$ cat config.mk
export PLATFORM = sky130hd
export DESIGN_NAME = muldiv_sequencer
export DESIGN_NICKNAME = d
export VERILOG_FILES = /design/src/rtl/muldiv_sequencer.sv
export SDC_FILE = /design/constraint.sdc
export NUM_CORES = 1
export LEC_CHECK = 0
export CAP_MARGIN = 20
export CORE_AREA = 2 2 46 48
export CTS_CLUSTER_SIZE = 8
export DETAILED_ROUTE_END_ITERATION = 10
export DIE_AREA = 0 0 48 50
export HOLD_SLACK_MARGIN = 0.12
export PLACE_DENSITY = 0.8
export REMOVE_ABC_BUFFERS = 1
export SYNTH_ARGS = -nofsm -noshare
export SYNTH_HDL_FRONTEND = slang
export SYNTH_SLANG_ARGS = --single-unit
export TNS_END_PERCENT = 30
$ cat constraint.sdc
create_clock -name clk_i -period 5.2 [get_ports clk_i]
set_input_delay 0.52 -clock clk_i [delete_from_list [all_inputs] [get_ports clk_i]]
set_output_delay 0.52 -clock clk_i [all_outputs]
set_load 0.05 [all_outputs]
$ cat src/rtl/muldiv_sequencer.sv
// Execute-stage sequencer for multi-cycle RV32M MUL*/DIV*/REM* operations.
// Define MULDIV_EARLY_OUT_EN to make a division by zero finish right after its accept cycle.
module muldiv_sequencer #(
   parameter int unsigned MUL_CYCLES = 3,
   parameter int unsigned DIV_CYCLES = 34
) (
   input  logic       clk_i,
   input  logic       rst_n_i,
   input  logic       valid_e_i,
   input  logic [6:0] op_e_i,
   input  logic [2:0] funct3_e_i,
   input  logic [6:0] funct7_e_i,
   input  logic       flush_e_i,
   input  logic       div_zero_i,
   output logic       stall_o,
   output logic       md_start_o,
   output logic       md_done_o,
   output logic       md_abort_o,
   output logic [2:0] md_funct3_o,
   output logic       md_busy_o
);

   localparam int unsigned MAX_CYCLES = (MUL_CYCLES > DIV_CYCLES) ? MUL_CYCLES : DIV_CYCLES;
   localparam int unsigned CNT_W      = $clog2(MAX_CYCLES + 1);

   localparam logic [1:0] S_IDLE = 2'd0;
   localparam logic [1:0] S_BUSY = 2'd1;
   localparam logic [1:0] S_DONE = 2'd2;

   logic [1:0]       state_q, state_d;
   logic [CNT_W-1:0] cnt_q, cnt_d;
   logic [2:0]       funct3_q, funct3_d;
   logic             is_md_c, is_div_c, accept_c;
   logic             start_c, done_c, abort_c;

   // Gating with rst_n_i keeps start/stall low for the whole reset, not just after the flops clear.
   assign is_md_c  = (op_e_i == 7'b0110011) && (funct7_e_i == 7'b0000001);
   assign is_div_c = funct3_e_i[2];
   assign accept_c = rst_n_i && (state_q == S_IDLE) && valid_e_i && is_md_c && !flush_e_i;

`ifndef MULDIV_EARLY_OUT_EN
   logic unused_div_zero;
   assign unused_div_zero = div_zero_i;
`endif

   always_ff @(posedge clk_i or negedge rst_n_i) begin
      if (!rst_n_i) begin
         state_q  <= S_IDLE;
         cnt_q    <= '0;
         funct3_q <= 3'b000;
      end else begin
         state_q  <= state_d;
         cnt_q    <= cnt_d;
         funct3_q <= funct3_d;
      end
   end

   always_comb begin
      state_d  = state_q;
      cnt_d    = cnt_q;
      funct3_d = funct3_q;
      start_c  = 1'b0;
      done_c   = 1'b0;
      abort_c  = 1'b0;
      case (state_q)
         S_IDLE: begin
            if (accept_c) begin
               start_c  = 1'b1;
               funct3_d = funct3_e_i;
               state_d  = S_BUSY;
               cnt_d    = is_div_c ? CNT_W'(DIV_CYCLES - 1) : CNT_W'(MUL_CYCLES - 1);
`ifdef MULDIV_EARLY_OUT_EN
               if (is_div_c && div_zero_i) begin
                  state_d = S_DONE;
                  cnt_d   = '0;
               end
`endif
            end
         end
         S_BUSY: begin
            // Flush wins over the final count transition.
            if (flush_e_i) begin
               abort_c = 1'b1;
               state_d = S_IDLE;
               cnt_d   = '0;
            end else begin
               cnt_d = cnt_q - CNT_W'(1);
               if (cnt_q == CNT_W'(1)) state_d = S_DONE;
            end
         end
         S_DONE: begin
            state_d = S_IDLE;
            if (flush_e_i) begin
               abort_c = 1'b1;
               cnt_d   = '0;
            end else begin
               done_c = 1'b1;
            end
         end
         default: begin
            state_d = S_IDLE;
            cnt_d   = '0;
         end
      endcase
   end

   assign stall_o     = accept_c || (state_q == S_BUSY);
   assign md_start_o  = start_c;
   assign md_done_o   = done_c;
   assign md_abort_o  = abort_c;
   assign md_funct3_o = funct3_q;
   assign md_busy_o   = (state_q != S_IDLE);

endmodule

## Word level (Yosys, flattened, before mapping)

Index checks and enable logic that the tools add are counted.
W data, S select, Z words.

- Bits in registers: 11
- Input bits: 22
- Output and inout port bits: 8
- Word-level logic and storage cells: 40

- Add/subtract/negate cells: 1
- Equality and inequality tests: 8
- Multiplexer cells: 15
- Reductions and logical operators: 13

Operators by type and width:

| kind | count |
|---|---|
| $mux W6 | 4 |
| $pmux W6 S3 | 1 |
| $eq A7 B1 Y1 const B | 1 |
| $eq A7 B6 Y1 const B | 1 |
| $eq A6 B1 Y1 const B | 1 |
| $mux W1 | 6 |
| $mux W2 | 3 |
| $reduce_and A2 Y1 | 3 |
| $sub A6 B1 Y6 const B | 1 |
| $logic_and A1 B1 Y1 | 5 |
| $ne A2 B2 Y1 const B | 2 |
| $pmux W2 S2 | 1 |
| $ne A3 B3 Y1 const B | 1 |
| $eq A2 B1 Y1 const B | 1 |
| $eq A2 B2 Y1 const B | 1 |
| $logic_not A2 Y1 | 1 |
| $reduce_bool A2 Y1 | 1 |
| $reduce_or A2 Y1 | 1 |
| $logic_not A1 Y1 | 1 |
| $logic_or A1 B1 Y1 | 1 |

## Depth between registers and ports, before layout

- Depth after elaboration: 7
- Depth in mapped cells: 7
- Mapped depth without buffers: 6

## Worst setup path after synthesis

No wires, ideal clock.

- Kind: reg-to-output
- From: reg state_q[1]
- To: out md_start_o
- Arrival time: 2.823 ns
- Data required time: 4.680 ns
- Slack: 1.857 ns
- Stages on the path, launching flop included: 7
- Path buffers: 1
- Cell sequence: dfrtp_1 > inv_1 > ha_1 > buf_2 > nand4b_1 > or4_1 > nor4_1

- Longest elaborated chain between the ends: 7

RTL lines:

| what | RTL line | source |
|---|---|---|
| start: declaration | 30 | `logic [1:0] state_q, state_d;` |
| start signal: assignment | 52 | `state_q <= state_d;` |
| $logic_not A2 Y1 (*) | 39, 65 |  |
| $logic_and A1 B1 Y1 (4 in series) | 39 | `assign accept_c = rst_n_i && (state_q == S_IDLE) && valid_e_i && is_md_c && !flush_e_i;` |
| $mux W1 | 67 | `if (accept_c) begin` |
| $mux W1 (*) | 65 | `case (state_q)` |
| end: declaration | 16 | `output logic md_start_o,` |

Every way passes the cells marked *; elsewhere a longest branch is shown, timed or not.

## Final worst setup path

- From: in rst_n_i
- To: out md_start_o

- Longest elaborated chain between the ends: 6

RTL lines:

| what | RTL line | source |
|---|---|---|
| start: declaration | 8 | `input logic rst_n_i,` |
| $logic_and A1 B1 Y1 (4 in series) | 39 |  |
| $mux W1 | 67 |  |
| $mux W1 | 65 |  |

No other way between the ends.

==> metrics <==
status=completed; largest cells by area after synthesis=dfrtp_1 (32%), ha_1 (8.8%), mux2_2 (6.6%), or4_1 (3.5%), inv_1 (3.1%); die width=~48 µm; Post-DP HPWL=between 1.5 and 2 mm; arrival time worst endpoint=just over 3000 ps; Slew Limit Fails=0; biggest area consumer among synthesized cells=dfrtp_1; post-synth top area share=0.321; Clock transition at path regs=70 ps; CP delay by family, top=buffers and inverters; total grt overflow=0; clock sink count=11; Slowest-stage cell, CP=clkdlybuf4s50_1; Critical Path Source Type=input port; Post-CTS Hold Fix Bufs=0; IO buf count=28; initial core utilization=0.451; initial drt markers=30; Final Wtd Congestion=0.891; #FFs+latches synth=11; fillers=roughly 170; setup TNS after final layout=0 ps; antenna violations before repair=0; # Post-CTS Setup Buffers=0; Die Y=roughly 50 µm; Fin. Hold Viols=0; f_max=around 280 MHz; post_cts resized=0; unrepaired setup endpoints after global routing=no; I/O pin cnt=30; core area=around 1900 µm²; first-pass GRT wire length=between 3 and 4 mm; worst path cell trace=clkdlybuf4s50_1 -> nand4b_1 -> or4_1 -> nor4_1 -> clkdlybuf4s50_1; WS Path Type=input port to output port; asr flop ratio synth=1.00; # diodes=0; worst slew pin tran=692 ps; Power Density=~150 nW/µm²; die area=approximately 2400 µm²; worst-path fanout max=12; Num CTS Buffers=3; routed wire length=around 2 mm; Clock Tree Buf Depth=2; pin count of the biggest net entering global routing=13; Placement Rows=16; cell area after synthesis=roughly 860 µm²; post-route cell area=~1200 µm²; Min-Delay Path Class=register to register; Rel. slew slack=0.538; 1st-pass router iterations=4; Final Skew=roughly 3.0 ps; Final Cycle Share=0.696; synthesized area per cell=roughly 9.5 µm²; placed instance area=1160 µm²; drt wl/cell=approximately 14 µm; total global-route track usage=0.183; crit-path max cell delay=850 ps; Peak supply drop=between 0.00015 and 0.0002 V; Top Layer Used=met4; most frequent CP cell=clkdlybuf4s50_1; Post-synth EDFFs=0; Net count, final=roughly 150; M1 wire length=~900 µm; fraction of layout cells with a size suffix above 1=0.142; fin crit period=~3600 ps; via count=approximately 810; Setup crit end kind=output port; CP bufs+invs=2; Yosys Warn Count=0; sequential fraction of the synthesis area=0.321; Gate Count Post-Synth=90; Via density=~5.5; Final ANT Viol Nets=0; Skew-Pair Late Insertion Delay=around 270 ps; WL met3=between 80 and 90 µm; ys flop type=dfrtp_1; Max-Cap Viols=0; vias in the first global route=between 700 and 800; CTS tree=done; setup violators final=0; Worst EP required=about 4700 ps; met2 wire len=1.04 mm; Cell variety after synth=37; clk root buf=clkbuf_4; Static Leak=roughly 0.47 nW; Layout area overhead=38.5%; H-tree depth=1; DRC errors left=0
[cells in the mapped netlist, drive strengths merged, types with 2 or more instances]
library cell	number
o22ai	2
dfrtp	11
nand2	5
nor4	4
o31ai	2
buf	2
inv	7
nand2b	4
mux2	6
nor2	6
nor2b	2
or3	3
or4	4
o21ai	4
a21oi	3
nor3	3
ha	6
[final timing paths]
path	from	to	slack [ps]	depth (start not counted)
setup / recovery	rst_n_i	md_start_o	1580	5
hold / removal	md_funct3_o[2]	md_funct3_o[2]	510	1
setup reg to reg	state_q[0]	cnt_q[1]	2780	6
hold reg to reg	md_funct3_o[2]	md_funct3_o[2]	510	1
max in group asynchronous	rst_n_i	cnt_q[1]	4240	1
min in group asynchronous	rst_n_i	md_funct3_o[0]	600	1
[per-layer routing]
metal | vias to the layer above | global-route usage
met4 | 0 | 0.0315
met3 | 2 | 0.0440
li1 | 396 | -
met5 | - | 0
met2 | 23 | 0.293
met1 | 392 | 0.248
[power by group]
part / switching [W] / internal [W]
logic: 0.00000947 / 0.0000177
registers: 0.000000839 / 0.0000865
clock network: 0.0000282 / 0.0000297
[metrics by stage]
stage | power [W] | hold WS [ps] | std cells | util | setup slack [ps]
after global routing | 0.000181 | 533 | 147 | 0.624 | 1350
final | 0.000172 | 510 | 147 | 0.624 | 1580
after CTS | 0.000174 | 516 | 147 | 0.624 | 1520
after global placement | 0.000115 | 487 | 143 | 0.611 | 1560
after floorplan | 0.0000965 | 224 | 88 | - | 1850
after detailed placement | 0.000116 | 500 | 143 | 0.611 | 1550
[kinds of logic after synthesis]
group,Yosys count,synth area share
and+or+nand+nor,39,0.295
AOI/OAI and AO/OA,18,0.159
DFF,11,0.321
buffers and inverters,9,0.0423
muxes,7,0.0949
adders and majority gates,6,0.0876
[worst reg2reg max path: cells and delay by family (launching register included)]
kind / cells / cell delay, ps
DFF: 1 / 390
muxes: 1 / 400
adders and majority gates: 1 / 180
buffers and inverters: 1 / 110
AOI/OAI and AO/OA: 1 / 530
and+or+nand+nor: 2 / 710
[area by class of cell]
type                    instances  area (µm²)  share of cell area
clock buffers                   4        26.3              0.0221
inverters                       7        26.3              0.0221
multi-input cells              70         546               0.459
flip-flops and latches         11         275               0.232
well taps                      27        33.8              0.0285
repair buffers                 28         280               0.236
[registers in the layout, summed over array words and instances (netlist names)]
signal,count
md_funct3_o,3
state_q,2
cnt_q,6
[placed cells by master (no fill, tap or decap), types with 2 or more instances in the layout]
master           instances
clkdlybuf4s50_1         28
dfrtp_1                 11
inv_1                    7
ha_1                     6
nand2_1                  5
mux2_2                   5
nor2_1                   5
or4_1                    4
nor4_1                   4
o21ai_0                  4
nand2b_1                 3
or3_1                    3
a21oi_1                  3
clkbuf_4                 3
nor2b_1                  2
nor3_1                   2
o31ai_1                  2
o22ai_1                  2
Note: power is estimated with default switching activity, not from simulation.
